## config.mk

```make
export PLATFORM = sky130hd
export DESIGN_NAME = seq_pattern_gen
export DESIGN_NICKNAME = d
export VERILOG_FILES = /design/src/rtl/seq_gen_pkg.sv /design/src/rtl/seq_down_cnt.sv /design/src/rtl/seq_pattern_gen.sv
export SDC_FILE = /design/constraint.sdc
export NUM_CORES = 1
export LEC_CHECK = 0
export CORE_UTILIZATION = 44
export DETAILED_ROUTE_END_ITERATION = 8
export DONT_BUFFER_PORTS = 1
export GPL_TIMING_DRIVEN = 1
export SYNTH_ARGS = -nofsm -noshare
export SYNTH_HDL_FRONTEND = slang
export SYNTH_SLANG_ARGS = --single-unit
export TNS_END_PERCENT = 20
```

## constraint.sdc

```tcl
create_clock -name clk -period 3.3 [get_ports clk]
set_input_delay 0.825 -clock clk [delete_from_list [all_inputs] [get_ports clk]]
set_output_delay 0.825 -clock clk [all_outputs]
set_load 0.01 [all_outputs]
```

## src/rtl/seq_gen_pkg.sv

```systemverilog
// Shared types and constants for the serial pattern generator and its detector bench.
// Latency: n/a (types only); backpressure: n/a.
package seq_gen_pkg;

  localparam int DEF_MAX_LEN = 16;
  localparam int DEF_REP_W   = 8;
  localparam int DEF_GAP_W   = 4;

  localparam logic [3:0] SEQ_1011 = 4'b1011;

  typedef enum logic [1:0] {
    ST_IDLE = 2'd0,
    ST_SEND = 2'd1,
    ST_GAP  = 2'd2,
    ST_DONE = 2'd3
  } state_t;

endpackage

```

## src/rtl/seq_down_cnt.sv

```systemverilog
// Loadable down-counter; exposes its next value and a zero flag on the current value.
// Latency: load/decrement visible one clk later; no backpressure.
module seq_down_cnt #(
  parameter int W = 4
) (
  input  logic         clk,
  input  logic         rst,
  input  logic         i_load,
  input  logic [W-1:0] i_load_val,
  input  logic         i_dec,
  output logic [W-1:0] o_nxt,
  output logic         o_zero
);

  logic [W-1:0] r_cnt;

  // Load wins over decrement so a reload on the last count needs no extra cycle.
  always_comb begin
    o_nxt = r_cnt;
    if (i_load) begin
      o_nxt = i_load_val;
    end else if (i_dec) begin
      o_nxt = r_cnt - W'(1);
    end
  end

  always_ff @(posedge clk or posedge rst) begin
    if (rst) begin
      r_cnt <= '0;
    end else begin
      r_cnt <= o_nxt;
    end
  end

  assign o_zero = (r_cnt == '0);

endmodule

```

## src/rtl/seq_pattern_gen.sv

```systemverilog
// Serial MSB-first pattern generator with repetitions and idle gaps between them.
// Latency 1 from the start edge to the first bit; no backpressure, start ignored while running.
module seq_pattern_gen
  import seq_gen_pkg::*;
#(
  parameter int MAX_LEN = DEF_MAX_LEN,
  parameter int LEN_W   = $clog2(MAX_LEN + 1),
  parameter int REP_W   = DEF_REP_W,
  parameter int GAP_W   = DEF_GAP_W
) (
  input  logic               clk,
  input  logic               rst,
  input  logic               start,
  input  logic [MAX_LEN-1:0] pattern,
  input  logic [LEN_W-1:0]   len,
  input  logic [REP_W-1:0]   reps,
  input  logic [GAP_W-1:0]   gap,
  output logic               out,
  output logic               out_valid,
  output logic               busy,
  output logic               done
);

  localparam int IDX_W = (MAX_LEN > 1) ? $clog2(MAX_LEN) : 1;

  state_t r_state;
  state_t w_state_nxt;

  logic [MAX_LEN-1:0] r_pat;
  logic [LEN_W-1:0]   r_len;
  logic [GAP_W-1:0]   r_gap;

  logic               w_accept;
  logic [LEN_W-1:0]   w_len_clamp;
  logic [IDX_W-1:0]   w_idx_reload;
  logic [MAX_LEN-1:0] w_pat_nxt;

  logic               w_idx_load, w_idx_dec, w_idx_zero;
  logic [IDX_W-1:0]   w_idx_val, w_idx_nxt;
  logic               w_rep_load, w_rep_dec, w_rep_zero;
  logic [REP_W-1:0]   w_rep_val, w_rep_nxt;
  logic               w_gap_load, w_gap_dec, w_gap_zero;
  logic [GAP_W-1:0]   w_gap_val, w_gap_nxt;
  logic               w_unused_nxt;

  assign w_len_clamp  = (len > LEN_W'(MAX_LEN)) ? LEN_W'(MAX_LEN) : len;
  assign w_idx_reload = IDX_W'(r_len - LEN_W'(1));
  assign w_pat_nxt    = w_accept ? pattern : r_pat;
  assign w_unused_nxt = ^{w_rep_nxt, w_gap_nxt};

  // Rep and gap counters hold "remaining after this one", so the zero flag marks the last.
  always_comb begin
    w_state_nxt = r_state;
    w_accept    = 1'b0;
    w_idx_load  = 1'b0;
    w_idx_val   = '0;
    w_idx_dec   = 1'b0;
    w_rep_load  = 1'b0;
    w_rep_val   = '0;
    w_rep_dec   = 1'b0;
    w_gap_load  = 1'b0;
    w_gap_val   = '0;
    w_gap_dec   = 1'b0;
    case (r_state)
      ST_IDLE: begin
        if (start && (len != '0)) begin
          w_accept    = 1'b1;
          w_state_nxt = ST_SEND;
          w_idx_load  = 1'b1;
          w_idx_val   = IDX_W'(w_len_clamp - LEN_W'(1));
          w_rep_load  = 1'b1;
          w_rep_val   = (reps == '0) ? '0 : reps - REP_W'(1);
        end
      end
      ST_SEND: begin
        if (!w_idx_zero) begin
          w_idx_dec = 1'b1;
        end else if (w_rep_zero) begin
          w_state_nxt = ST_DONE;
        end else begin
          w_rep_dec = 1'b1;
          if (r_gap != '0) begin
            w_state_nxt = ST_GAP;
            w_gap_load  = 1'b1;
            w_gap_val   = r_gap - GAP_W'(1);
          end else begin
            w_idx_load = 1'b1;
            w_idx_val  = w_idx_reload;
          end
        end
      end
      ST_GAP: begin
        if (w_gap_zero) begin
          w_state_nxt = ST_SEND;
          w_idx_load  = 1'b1;
          w_idx_val   = w_idx_reload;
        end else begin
          w_gap_dec = 1'b1;
        end
      end
      ST_DONE: w_state_nxt = ST_IDLE;
      default: w_state_nxt = ST_IDLE;
    endcase
  end

  always_ff @(posedge clk or posedge rst) begin
    if (rst) begin
      r_state <= ST_IDLE;
    end else begin
      r_state <= w_state_nxt;
    end
  end

  always_ff @(posedge clk or posedge rst) begin
    if (rst) begin
      r_pat <= '0;
      r_len <= '0;
      r_gap <= '0;
    end else if (w_accept) begin
      r_pat <= pattern;
      r_len <= w_len_clamp;
      r_gap <= gap;
    end
  end

  // Outputs are flopped from next-state values so the first bit lands right after the start edge.
  always_ff @(posedge clk or posedge rst) begin
    if (rst) begin
      out       <= 1'b0;
      out_valid <= 1'b0;
      busy      <= 1'b0;
      done      <= 1'b0;
    end else begin
      out       <= (w_state_nxt == ST_SEND) && w_pat_nxt[w_idx_nxt];
      out_valid <= (w_state_nxt == ST_SEND);
      busy      <= (w_state_nxt == ST_SEND) || (w_state_nxt == ST_GAP);
      done      <= (w_state_nxt == ST_DONE);
    end
  end

  seq_down_cnt #(.W(IDX_W)) u_idx_cnt (
    .clk        (clk),
    .rst        (rst),
    .i_load     (w_idx_load),
    .i_load_val (w_idx_val),
    .i_dec      (w_idx_dec),
    .o_nxt      (w_idx_nxt),
    .o_zero     (w_idx_zero)
  );

  seq_down_cnt #(.W(REP_W)) u_rep_cnt (
    .clk        (clk),
    .rst        (rst),
    .i_load     (w_rep_load),
    .i_load_val (w_rep_val),
    .i_dec      (w_rep_dec),
    .o_nxt      (w_rep_nxt),
    .o_zero     (w_rep_zero)
  );

  seq_down_cnt #(.W(GAP_W)) u_gap_cnt (
    .clk        (clk),
    .rst        (rst),
    .i_load     (w_gap_load),
    .i_load_val (w_gap_val),
    .i_dec      (w_gap_dec),
    .o_nxt      (w_gap_nxt),
    .o_zero     (w_gap_zero)
  );

endmodule

```

==> parameters.txt <==
Parameter                              Value

Worst setup path
  Crit path largest cell delay ... ~0.51 ns
  Endpoint kind of the worst setup timing path ... flip-flop
  Setup slack, reg-to-reg ... 0.29 ns
  Largest fanout on the critical path ... 9
  Worst setup path startpoint ... u_rep_cnt.r_cnt[0]
  CP dominant cell by count ... sky130_fd_sc_hd__mux2i_1
  Reg2Reg Launch Point ... u_rep_cnt.r_cnt[0]
  Terminus of the critical flop-to-flop path ... out
  CP Class ... reg -> reg
  Worst EP required ... 3.49 ns
  Standard cell with the maximum stage delay on the critical path ... sky130_fd_sc_hd__or3b_2
  Cell breakdown of the critical path ... inv_1, ha_1, or3b_2, o211a_1, a21boi_4, a311o_1, buf_4, mux2i_1, mux2i_1, nor3_1, a211oi_2
  Data arrival at the endpoint of the critical path ... 3.19 ns
  Depth of the worst register-to-register path ... 11
  Crit path launch type ... flip-flop

Synth
  Post-Syn Instances ... ~280
  Total standard cell area after synthesis ... around 0.0027 mm²
  Synthesized area per cell ... 9.65 µm²
  Yosys warning count ... 0
  Sequential area share after synthesis ... 0.429
  Synth Net Count ... 326
  EDFF count, synth ... 0
  Top FF cell, synth ... sky130_fd_sc_hd__dfrtp_1
  Number of distinct library cells after synthesis ... 47
  Post-synthesis register bit count ... 46
  Proportion of register bits with asynchronous set or reset after synthesis ... 1.00

Clock network
  Quantity of hold-fixing buffers added after cts ... 0
  Setup Fix Bufs, Post-CTS ... 0
  Clock tree from TritonCTS ... built
  Root buffer selected by CTS ... sky130_fd_sc_hd__clkbuf_8
  TritonCTS Buffers ... 5
  Post-cts sizing count ... 0
  Number of H-tree levels ... 2
  Clock latency at the later pin of the worst-skew pair ... 0.30 ns
  Clk sink count ... 46
  Worst-case clock buffer depth ... 2
  Worst-path clk slew ... roughly 0.10 ns

Route
  Final routed DRC violation total ... 1
  DRC marker count from the first detailed-route iteration ... between 90 and 100
  Total wire length after detailed routing ... 5130 µm
  Number of vias in the routed layout ... about 1900
  Count of nets left with antenna violations after detail routing ... 0
  Via-per-instance ratio ... 5.28
  Length of the first detailed-routing pass in iterations ... 6
  Wirelength per Cell ... 14.2 µm

Power and ir drop
  Combinational fraction of design power ... 0.526
  Net Sw Frac ... 0.408
  Power share of the clock group ... 0.125
  Sequential cell fraction of total power ... 0.348
  Largest vdd supply drop ... 460 µV
  Leakage power of the design ... 1.31 nW
  Internal portion of total power ... 0.00174 W
  Psw ... 0.00120 W
  Power density over the cells ... just over 1000 mW/mm²

Min path
  Worst-case hold path end point ... r_pat[0]
  Instance count along the most critical hold path ... 2
  Hold Crit Class ... reg -> reg
  Start point of the worst hold path ... r_pat[0]

Floorplanning
  FP Rows ... 28
  Full die area ... between 0.006 and 0.007 mm²
  Core area ... 0.00589 mm²
  Effective utilization at floorplan ... 0.456
  Vertical extent of the die ... ~80 µm
  Count of boundary I/O pins ... 40
  Width of the die ... 80.1 µm

Run status
  Violations in the final reports ... DRC
  Result of the run ... finished with violations

STA
  Final Hold Vio Count ... 0
  FMAX ... about 330 MHz
  Setup Viol. Count Final ... 0
  Final count of pins violating max slew ... 0
  Fin crit period ... ~3 ns
  Part of the cycle the worst path needs ... 0.911
  Worst-case clock skew ... around 0.0066 ns
  Slew at the pin closest to its max-slew limit ... around 0.96 ns
  Setup repair after global routing missed its margin ... no
  Max-slew headroom ... 0.358
  Setup TNS ... 0 ns

Layout
  Commonest cells after routing, fill and taps aside ... sky130_fd_sc_hd__dfrtp_1 (46), sky130_fd_sc_hd__nand2_1 (38), sky130_fd_sc_hd__inv_1 (22), sky130_fd_sc_hd__nor2_1 (17), sky130_fd_sc_hd__a21oi_1 (17)
  Fraction of final layout cells with drive strength greater than 1 ... 0.146
  Seq. cell area ... 0.00115 mm²
  Diode count ... 0
  Most common library cell in the layout ignoring fill and taps ... sky130_fd_sc_hd__dfrtp_1
  Number of standard cells in the final layout excluding fillers ... between 300 and 400
  Area of the multi-input gates ... 0.00141 mm²
  Number of inserted filler cells in the final layout ... a little under 600
  Nets ... 334
  Post-synthesis to final-layout area growth ... 7.79%

GRT
  Global-route wire length before repair ... roughly 9000 µm
  GRT Residual Overflow ... 0
  Number of global-route vias before repair ... 1895
  GR Util All Layers ... 0.178
  Pin count of the biggest net entering global routing ... 47
  Antenna violations before repair ... 0

Placed design
  Total of buffers placed on input and output ports ... 0
  Global placement routability congestion ... 0.754
  HPWL after detailed placement ... 3860 µm
  Placed cells ... 354

Flow run
  Max-cap viol count ... 0
## critical path, delay by kind of cell (launching register included)
kind,cells,cell delay (ns)
AO/OA/AOI/OAI,4,1.08
AND/OR/NAND/NOR,2,0.70
flip-flops,1,0.42
multiplexers,2,0.27
adder cells (fa/ha/maj),1,0.17
buffers and inverters,2,0.25
## state kept, by name, indices dropped and copies added (netlist names)
| register | flops |
|---|---|
| u_idx_cnt.r_cnt | 4 |
| r_pat | 16 |
| busy | 1 |
| done | 1 |
| out | 1 |
| r_state | 2 |
| u_rep_cnt.r_cnt | 8 |
| r_gap | 4 |
| r_len | 4 |
| u_gap_cnt.r_cnt | 4 |
| out_valid | 1 |
## stage by stage
step / util / hold WS [ns] / setup slack, ns / area, µm² / total power, W
global placement: 0.475 / 0.458 / 0.402 / 2800 / 0.00256
detailed placement: 0.475 / 0.464 / 0.322 / 2800 / 0.00259
CTS: 0.491 / 0.487 / 0.295 / 2890 / 0.00297
finish: 0.491 / 0.481 / 0.293 / 2890 / 0.00294
global route: 0.491 / 0.504 / 0.114 / 2890 / 0.00321
floorplan: - / 0.440 / 0.562 / 2680 / 0.00225
## area by class of cell
cell class	instances	share of cell area
multi-input combinational	202	0.486
inverter	23	0.0299
timing repair buffer	8	0.0208
sequential	46	0.398
clock inverter	3	0.00909
clock buffer	5	0.0238
tap	75	0.0325
## cells in the mapped netlist, drive strengths merged (3+ instances only)
library cell,instances,area [µm²]
mux2i,11,110
or3,4,26.3
nand2b,6,37.5
xnor2,10,87.6
nor4,3,18.8
dfrtp,46,1150
xor2,3,26.3
ha,12,150
nand2,38,143
a21oi,17,85.1
o22a,3,26.3
nand3,7,35.0
inv,23,86.3
mux2,16,180
nor3b,4,30.0
nor2,17,63.8
o22ai,3,18.8
nor3,9,45.0
buf,5,36.3
o21ai,9,45.0
o31ai,3,22.5
## cells by family (layout without fill, tap and decap cells)
group           Yosys count  after routing  synth area share
mux                      27             27             0.108
buf+inv                  30             39            0.0485
fa+ha+maj                12             12            0.0560
compound gates           54             54             0.145
flops                    46             46             0.429
simple gates             96             96             0.171
xor+xnor                 13             13            0.0424
## per-layer routing
layer,global-route usage,vias to the layer above,share of wire
li1,-,981,-
met1,0.255,883,0.50
met2,0.260,41,0.44
met3,0.0409,8,0.042
met4,0.0643,0,0.017
met5,0,-,0
## how the worst max path moves through the flow
stage          slack, ns  depth (start not counted)  end
2_1_floorplan       0.56                         12  out
3_3_place_gp        0.40                         11  out
3_5_place_dp        0.32                         11  out
4_1_cts             0.29                         11  out
5_1_grt             0.11                         11  out
6_report            0.29                         11  out
## power groups by stage
stage	clock network, W	registers, W	logic, W
after floorplan	0	0.000986	0.00127
after global placement	0	0.00103	0.00153
after detailed placement	0	0.00104	0.00155
after CTS	0.000383	0.00103	0.00156
after global routing	0.000409	0.00107	0.00174
final	0.000368	0.00102	0.00155
Power figures use the tool's default switching activity.
